===== src/rtl/ascon_pkg.sv =====
// rtl/ascon_pkg.sv - shared state enum, S-box and rotation constants for the ASCON round engine
package ascon_pkg;

  localparam int WORD_W = 64;

  typedef enum logic [2:0] {IDLE, LOAD, DIFFUSE, OUTPUT, DONE} perm_state_e;

  // Two rotate-right amounts per word for the linear diffusion layer, x0..x4
  localparam int ROT_A [5] = '{19, 61, 1, 10, 7};
  localparam int ROT_B [5] = '{28, 39, 6, 17, 41};

  // Column index has x0 in bit 4 and x4 in bit 0
  localparam logic [4:0] SBOX_TBL [32] = '{
    5'h04, 5'h0b, 5'h1f, 5'h14, 5'h1a, 5'h15, 5'h09, 5'h02,
    5'h1b, 5'h05, 5'h08, 5'h12, 5'h1d, 5'h03, 5'h06, 5'h1c,
    5'h1e, 5'h13, 5'h07, 5'h0e, 5'h00, 5'h0d, 5'h11, 5'h18,
    5'h10, 5'h0c, 5'h01, 5'h19, 5'h16, 5'h0a, 5'h0f, 5'h17
  };

  function automatic logic [4:0] sbox(input logic [4:0] s);
    return SBOX_TBL[s];
  endfunction

  function automatic logic [WORD_W-1:0] ror(input logic [WORD_W-1:0] x, input int r);
    return (x >> r) | (x << (WORD_W - r));
  endfunction

endpackage


===== src/rtl/perm_state_regs.sv =====
// rtl/perm_state_regs.sv - five 64-bit state words with column S-box insert, linear layer and output rotate
module perm_state_regs
  import ascon_pkg::*;
#(
  parameter int W = 1
) (
  input  logic           clk,
  input  logic           rst,
  input  logic           load_en,
  input  logic           diffuse_en,
  input  logic           rotate_en,
  input  logic [5*W-1:0] input_data,
  input  logic [W-1:0]   constant,
  output logic [5*W-1:0] top_column
);

  logic [WORD_W-1:0] x [5];
  logic [5*W-1:0]    col_in;
  logic [4:0]        s;
  logic [4:0]        t;

  // Word xk lives in bit slice (4-k)*W of a column group, so slice j maps to S-box bit j
  always_comb begin
    col_in = '0;
    s      = '0;
    t      = '0;
    for (int b = 0; b < W; b++) begin
      for (int j = 0; j < 5; j++) s[j] = input_data[j*W + b];
      s[2] = s[2] ^ constant[b];
      t    = sbox(s);
      for (int j = 0; j < 5; j++) col_in[j*W + b] = t[j];
    end
  end

  always_ff @(posedge clk or negedge rst) begin
    if (!rst) begin
      for (int k = 0; k < 5; k++) x[k] <= '0;
    end else if (load_en) begin
      for (int k = 0; k < 5; k++) x[k] <= {x[k][WORD_W-1-W:0], col_in[(4-k)*W +: W]};
    end else if (diffuse_en) begin
      for (int k = 0; k < 5; k++) x[k] <= x[k] ^ ror(x[k], ROT_A[k]) ^ ror(x[k], ROT_B[k]);
    end else if (rotate_en) begin
      for (int k = 0; k < 5; k++) x[k] <= {x[k][WORD_W-1-W:0], x[k][WORD_W-1 -: W]};
    end
  end

  always_comb begin
    top_column = '0;
    for (int k = 0; k < 5; k++) top_column[(4-k)*W +: W] = x[k][WORD_W-1 -: W];
  end

endmodule


===== src/rtl/one_round_permutation.sv =====
// rtl/one_round_permutation.sv - bit-serial single ASCON p1 round; PERM_DONE_EN adds a perm_done pulse
module one_round_permutation
  import ascon_pkg::*;
#(
  parameter int BITS_PER_CYCLE = 1
) (
  input  logic                        clk,
  input  logic                        rst,
  input  logic [5*BITS_PER_CYCLE-1:0] input_data,
  input  logic [BITS_PER_CYCLE-1:0]   constant,
  input  logic                        start_permutation,
  output logic [5*BITS_PER_CYCLE-1:0] output_data
`ifdef PERM_DONE_EN
  ,
  output logic                        perm_done
`endif
);

  localparam int         N    = WORD_W / BITS_PER_CYCLE;
  localparam logic [6:0] LAST = 7'(N - 1);

  perm_state_e state, state_next;
  logic [6:0]  cnt, cnt_next;
  logic        load_en, diffuse_en, rotate_en;
  logic [5*BITS_PER_CYCLE-1:0] top_column;

  always_ff @(posedge clk or negedge rst) begin
    if (!rst) begin
      state <= IDLE;
      cnt   <= '0;
    end else begin
      state <= state_next;
      cnt   <= cnt_next;
    end
  end

  always_comb begin
    state_next = state;
    cnt_next   = cnt;
    load_en    = 1'b0;
    diffuse_en = 1'b0;
    rotate_en  = 1'b0;
    // Dropping the request anywhere past IDLE abandons the run; words are left as they are
    if (state != IDLE && !start_permutation) begin
      state_next = IDLE;
      cnt_next   = '0;
    end else begin
      case (state)
        IDLE: if (start_permutation) begin
          load_en    = 1'b1;
          cnt_next   = 7'd1;
          state_next = LOAD;
        end
        LOAD: begin
          load_en  = 1'b1;
          cnt_next = cnt + 7'd1;
          if (cnt == LAST) state_next = DIFFUSE;
        end
        DIFFUSE: begin
          diffuse_en = 1'b1;
          cnt_next   = '0;
          state_next = OUTPUT;
        end
        OUTPUT: begin
          rotate_en = 1'b1;
          cnt_next  = cnt + 7'd1;
          if (cnt == LAST) state_next = DONE;
        end
        DONE:    state_next = DONE;
        default: state_next = IDLE;
      endcase
    end
  end

  perm_state_regs #(.W(BITS_PER_CYCLE)) u_regs (
    .clk        (clk),
    .rst        (rst),
    .load_en    (load_en),
    .diffuse_en (diffuse_en),
    .rotate_en  (rotate_en),
    .input_data (input_data),
    .constant   (constant),
    .top_column (top_column)
  );

  always_comb begin
    output_data = '0;
    if (state == OUTPUT || state == DONE) output_data = top_column;
  end

`ifdef PERM_DONE_EN
  always_ff @(posedge clk or negedge rst) begin
    if (!rst) perm_done <= 1'b0;
    else      perm_done <= (state == OUTPUT) && (state_next == DONE);
  end
`endif

endmodule


===== config.mk =====
export PLATFORM = sky130hd
export DESIGN_NAME = one_round_permutation
export DESIGN_NICKNAME = d
export VERILOG_FILES = /design/src/rtl/ascon_pkg.sv /design/src/rtl/perm_state_regs.sv /design/src/rtl/one_round_permutation.sv
export SDC_FILE = /design/constraint.sdc
export NUM_CORES = 1
export LEC_CHECK = 0
export ABC_CLOCK_PERIOD_IN_PS = 2500
export BUFFER_PORTS_ARGS = -buffer_cell sky130_fd_sc_hd__buf_2
export CORE_UTILIZATION = 45
export CTS_CLUSTER_DIAMETER = 60
export DETAILED_ROUTE_END_ITERATION = 16
export PLACE_DENSITY_LB_ADDON = 0.15
export SYNTH_ARGS = -nofsm -noshare
export SYNTH_HDL_FRONTEND = slang
export SYNTH_SLANG_ARGS = --single-unit

===== constraint.sdc =====
create_clock -name clk -period 2.5 [get_ports clk]
set_input_delay 0.125 -clock clk [delete_from_list [all_inputs] [get_ports clk]]
set_output_delay 0.125 -clock clk [all_outputs]
set_load 0.005 [all_outputs]

==> impl_metrics.xml <==
<?xml version="1.0" encoding="UTF-8"?>
<metrics>
  <group name="run_status">
    <metric name="result_of_the_run" unit="">complete, no violations</metric>
  </group>
  <group name="hold_path">
    <metric name="min-delay-path-class" unit="">in -&gt; reg</metric>
    <metric name="worst_hold_startpoint" unit="">input_data[4]</metric>
  </group>
  <group name="cells_and_area">
    <metric name="finish.net_count" unit="">2072</metric>
    <metric name="share_of_post_route_cells_with_drive_strength_above_1" unit="%">5.23</metric>
    <metric name="number_of_diodes" unit="">0</metric>
    <metric name="layout_area_overhead" unit="%">7.51</metric>
  </group>
  <group name="global_route">
    <metric name="met1_demand_to_capacity_share_in_global_routing" unit="%">32.9</metric>
    <metric name="grt_remaining_overflow" unit="">0</metric>
    <metric name="use_met2" unit="%">36.4</metric>
    <metric name="number_of_antenna_violations_at_the_first_check_in_global_routing" unit="">1</metric>
    <metric name="grt_first_pass_wirelength" unit="µm">84700</metric>
    <metric name="grt.busiest_layer" unit="">met2</metric>
    <metric name="grt_use_total" unit="%">23.1</metric>
    <metric name="use_met3" unit="%">3.00</metric>
    <metric name="grt_max_degree" unit="">188</metric>
    <metric name="grt_pass1_vias" unit="">15200</metric>
  </group>
  <group name="yosys">
    <metric name="synth_top_area_share" unit="%">41.1</metric>
    <metric name="synth.lib_cells_used.distinct" unit="">49</metric>
    <metric name="number_of_flops_mapped_to_enable_cells_by_yosys" unit="">0</metric>
    <metric name="ys_async_sr_fraction" unit="%">100</metric>
    <metric name="synth.avg_cell_area" unit="µm²">8.99</metric>
    <metric name="yosysWarningCount" unit="">0</metric>
    <metric name="synth_seq_area_share" unit="%">41.1</metric>
    <metric name="ys_top_cells_by_area" unit="">dfrtp_1 41%, xor2_1 10%, xnor2_1 9.7%</metric>
    <metric name="synth_cells" unit="">2238</metric>
    <metric name="yosysMostFrequentCell" unit="">nand2_1</metric>
    <metric name="synthesis.nets" unit="">2252</metric>
    <metric name="synth.ff_latch_count" unit="">330</metric>
    <metric name="yosysTopAreaCell" unit="">dfrtp_1</metric>
    <metric name="yosys_most_used_dff" unit="">dfrtp_1</metric>
    <metric name="synth_commonest_cells" unit="">352 x nand2_1, 330 x dfrtp_1, 239 x xor2_1, 222 x xnor2_1, 221 x o21ai_0</metric>
    <metric name="syn_area" unit="µm²">20100</metric>
  </group>
  <group name="clock_network">
    <metric name="cts_inserted_buffers" unit="">42</metric>
    <metric name="tritoncts_clock_tree" unit="">yes</metric>
    <metric name="cts_resized" unit="">0</metric>
    <metric name="h-tree-depth" unit="">2</metric>
    <metric name="clk_pin_slew_worst_paths" unit="ns">0.06</metric>
    <metric name="clk-insertion-delay-late" unit="ns">0.56</metric>
    <metric name="clock-sinks" unit="">330</metric>
    <metric name="ctsLongestPathBuffers" unit="">3</metric>
    <metric name="cts_root_buf" unit="">clkbuf_16</metric>
  </group>
  <group name="power">
    <metric name="power-per-cell-area" unit="nW/µm²">701</metric>
    <metric name="worst_ir_drop_vdd" unit="µV">382</metric>
    <metric name="swShare" unit="%">30.1</metric>
    <metric name="share_seq_of_total_power" unit="%">44.8</metric>
    <metric name="clock_power_share" unit="%">39.5</metric>
    <metric name="power.combinational.fraction" unit="%">15.6</metric>
    <metric name="cell_internal_pwr" unit="mW">10.6</metric>
    <metric name="total_switching_power" unit="mW">4.56</metric>
    <metric name="design_power_total" unit="mW">15.2</metric>
    <metric name="cellLeakagePower" unit="nW">10.5</metric>
  </group>
  <group name="critical_path">
    <metric name="setup.worst_path.class" unit="">reg -&gt; out</metric>
    <metric name="worst_ep_arrival_time" unit="ns">2.14</metric>
    <metric name="worst-r2r-setup-slack" unit="ns">0.48</metric>
    <metric name="critical_path_peak_fanout" unit="">13</metric>
    <metric name="critical_path.reg2reg.startpoint" unit="">state[2]</metric>
    <metric name="worst-endpoint-required" unit="ns">2.38</metric>
    <metric name="worstSetupEndpointType" unit="">primary output</metric>
    <metric name="startpoint" unit="">state[0]</metric>
    <metric name="worstSetupStartpointType" unit="">flip-flop</metric>
  </group>
  <group name="floorplan">
    <metric name="floorplan.die_area" unit="µm²">45600</metric>
    <metric name="core-area" unit="µm²">44100</metric>
    <metric name="initial_core_util" unit="%">45.6</metric>
    <metric name="placement_rows" unit="">77</metric>
    <metric name="io_pins" unit="">14</metric>
    <metric name="chipWidth" unit="µm">213</metric>
    <metric name="die_h" unit="µm">213</metric>
  </group>
  <group name="sta">
    <metric name="timing.fmax" unit="MHz">442</metric>
    <metric name="final_hold_viol_count" unit="">0</metric>
    <metric name="slew_at_the_pin_closest_to_its_max_slew_limit" unit="ns">0.839</metric>
    <metric name="maxSlewViolCount" unit="">0</metric>
    <metric name="min_period" unit="ns">2.26</metric>
    <metric name="worst_slack" unit="ns">0.239</metric>
    <metric name="slew_headroom" unit="%">43.6</metric>
    <metric name="unrepaired_setup_endpoints_after_global_routing" unit="">false</metric>
    <metric name="setup_viol" unit="">0</metric>
    <metric name="fin_tns_setup" unit="ns">0</metric>
    <metric name="final.period_utilization" unit="%">90.4</metric>
    <metric name="clock-skew-final" unit="ns">0.0136</metric>
  </group>
  <group name="drt">
    <metric name="drc" unit="">0</metric>
    <metric name="ant_nets" unit="">0</metric>
    <metric name="detail_route.wirelength" unit="µm">51100</metric>
    <metric name="number_of_optimization_iterations_in_the_first_detailed_route_pass" unit="">5</metric>
    <metric name="wl_per_cell" unit="µm">19.1</metric>
    <metric name="route.vias.total" unit="">15700</metric>
    <metric name="initialDrtViolationCount" unit="">1549</metric>
    <metric name="via_cell_ratio" unit="">5.85</metric>
  </group>
  <group name="placed_design">
    <metric name="dp_hpwl" unit="µm">30100</metric>
    <metric name="place_ws" unit="ns">0.474</metric>
    <metric name="place_congestion" unit="">0.778</metric>
    <metric name="port_buffers" unit="">13</metric>
  </group>
  <group name="job">
    <metric name="cap_violations" unit="">0</metric>
  </group>
</metrics>
metrics by stage:
step	instance area, µm²	hold WS (ns)	util [%]	cells
6_report	21600	0.0507	49.0	2677
3_3_place_gp	20300	0.157	45.9	2604
5_1_grt	21600	0.0380	49.0	2677
2_1_floorplan	20100	-0.171	-	2238
3_5_place_dp	20300	0.156	45.9	2604
4_1_cts	21600	0.00972	49.0	2677
cells by family after synthesis:
| logic type | after synthesis | synth area share, % |
|---|---|---|
| flops | 330 | 41.1 |
| compound gates | 585 | 21.1 |
| mux | 8 | 0.411 |
| simple gates | 576 | 11.3 |
| fa+ha+maj | 6 | 0.361 |
| buf+inv | 271 | 5.64 |
| xor+xnor | 462 | 20.2 |
critical path: stages (launching register included):
cell and delay (ns):
dfrtp_1 0.46, inv_1 0.14, buf_4 0.21, nand2_1 0.06, o21ai_0 0.15, buf_4 0.19, and2_1 0.22, buf_2 0.14
metal layers:
metal  share of wire, %  wire [µm]  up-vias
met5              0.029         15        -
met4                2.1       1090        2
met3                4.3       2170       79
met2                 47      23800      329
met1                 47      24000     7917
li1                   -          -     7325
path summary, 6_finish.rpt:
path | to | cells past startpoint
worst max-delay path | output_data[0] | 7
worst min-delay path | u_regs.x[64] | 4
worst max register to register | u_regs.x[233] | 5
worst min register to register | cnt[1] | 1
max in group asynchronous | u_regs.x[11] | 3
min in group asynchronous | u_regs.x[163] | 2
state kept, by name (all words and copies together) (netlist names):
signal             count
u_regs.x             315
cnt                    7
u_regs.top_column      5
state                  3
cells in the final DEF, fill, tap and decap left out, types with 8 or more instances in the layout:
| cell type | n |
|---|---|
| o21ai_1 | 24 |
| buf_2 | 12 |
| xnor2_1 | 222 |
| buf_12 | 18 |
| nor2_1 | 193 |
| xor2_1 | 239 |
| clkbuf_16 | 43 |
| o21ai_0 | 221 |
| a22oi_1 | 134 |
| clkbuf_8 | 12 |
| nand2_1 | 352 |
| dfrtp_1 | 330 |
| clkbuf_1 | 10 |
| a221o_1 | 182 |
| buf_4 | 8 |
final cells by class:
class                   count  area (µm²)
repair buffers             41         515
flip-flops and latches    330        8260
fillers                  4171       22500
multi-input cells        1637       10700
clock inverters             6        67.6
well taps                 592         741
inverters                   6        22.5
clock buffers              65        1280
power groups by stage:
stage	clock, mW	sequential (mW)	combinational, mW
6_report	5.99	6.80	2.37
5_1_grt	6.33	6.89	2.69
4_1_cts	6.14	6.80	2.39
3_5_place_dp	0	6.89	2.37
3_3_place_gp	0	6.88	2.30
2_1_floorplan	0	6.28	2.31
what timing repair did:
action,in CTS,in global routing
setup endpoints to repair,0,0
hold buffers,2,0
endpoints found under the hold margin,63,0
setup buffers,0,0
No activity file was read; power rests on OpenSTA's default activity.
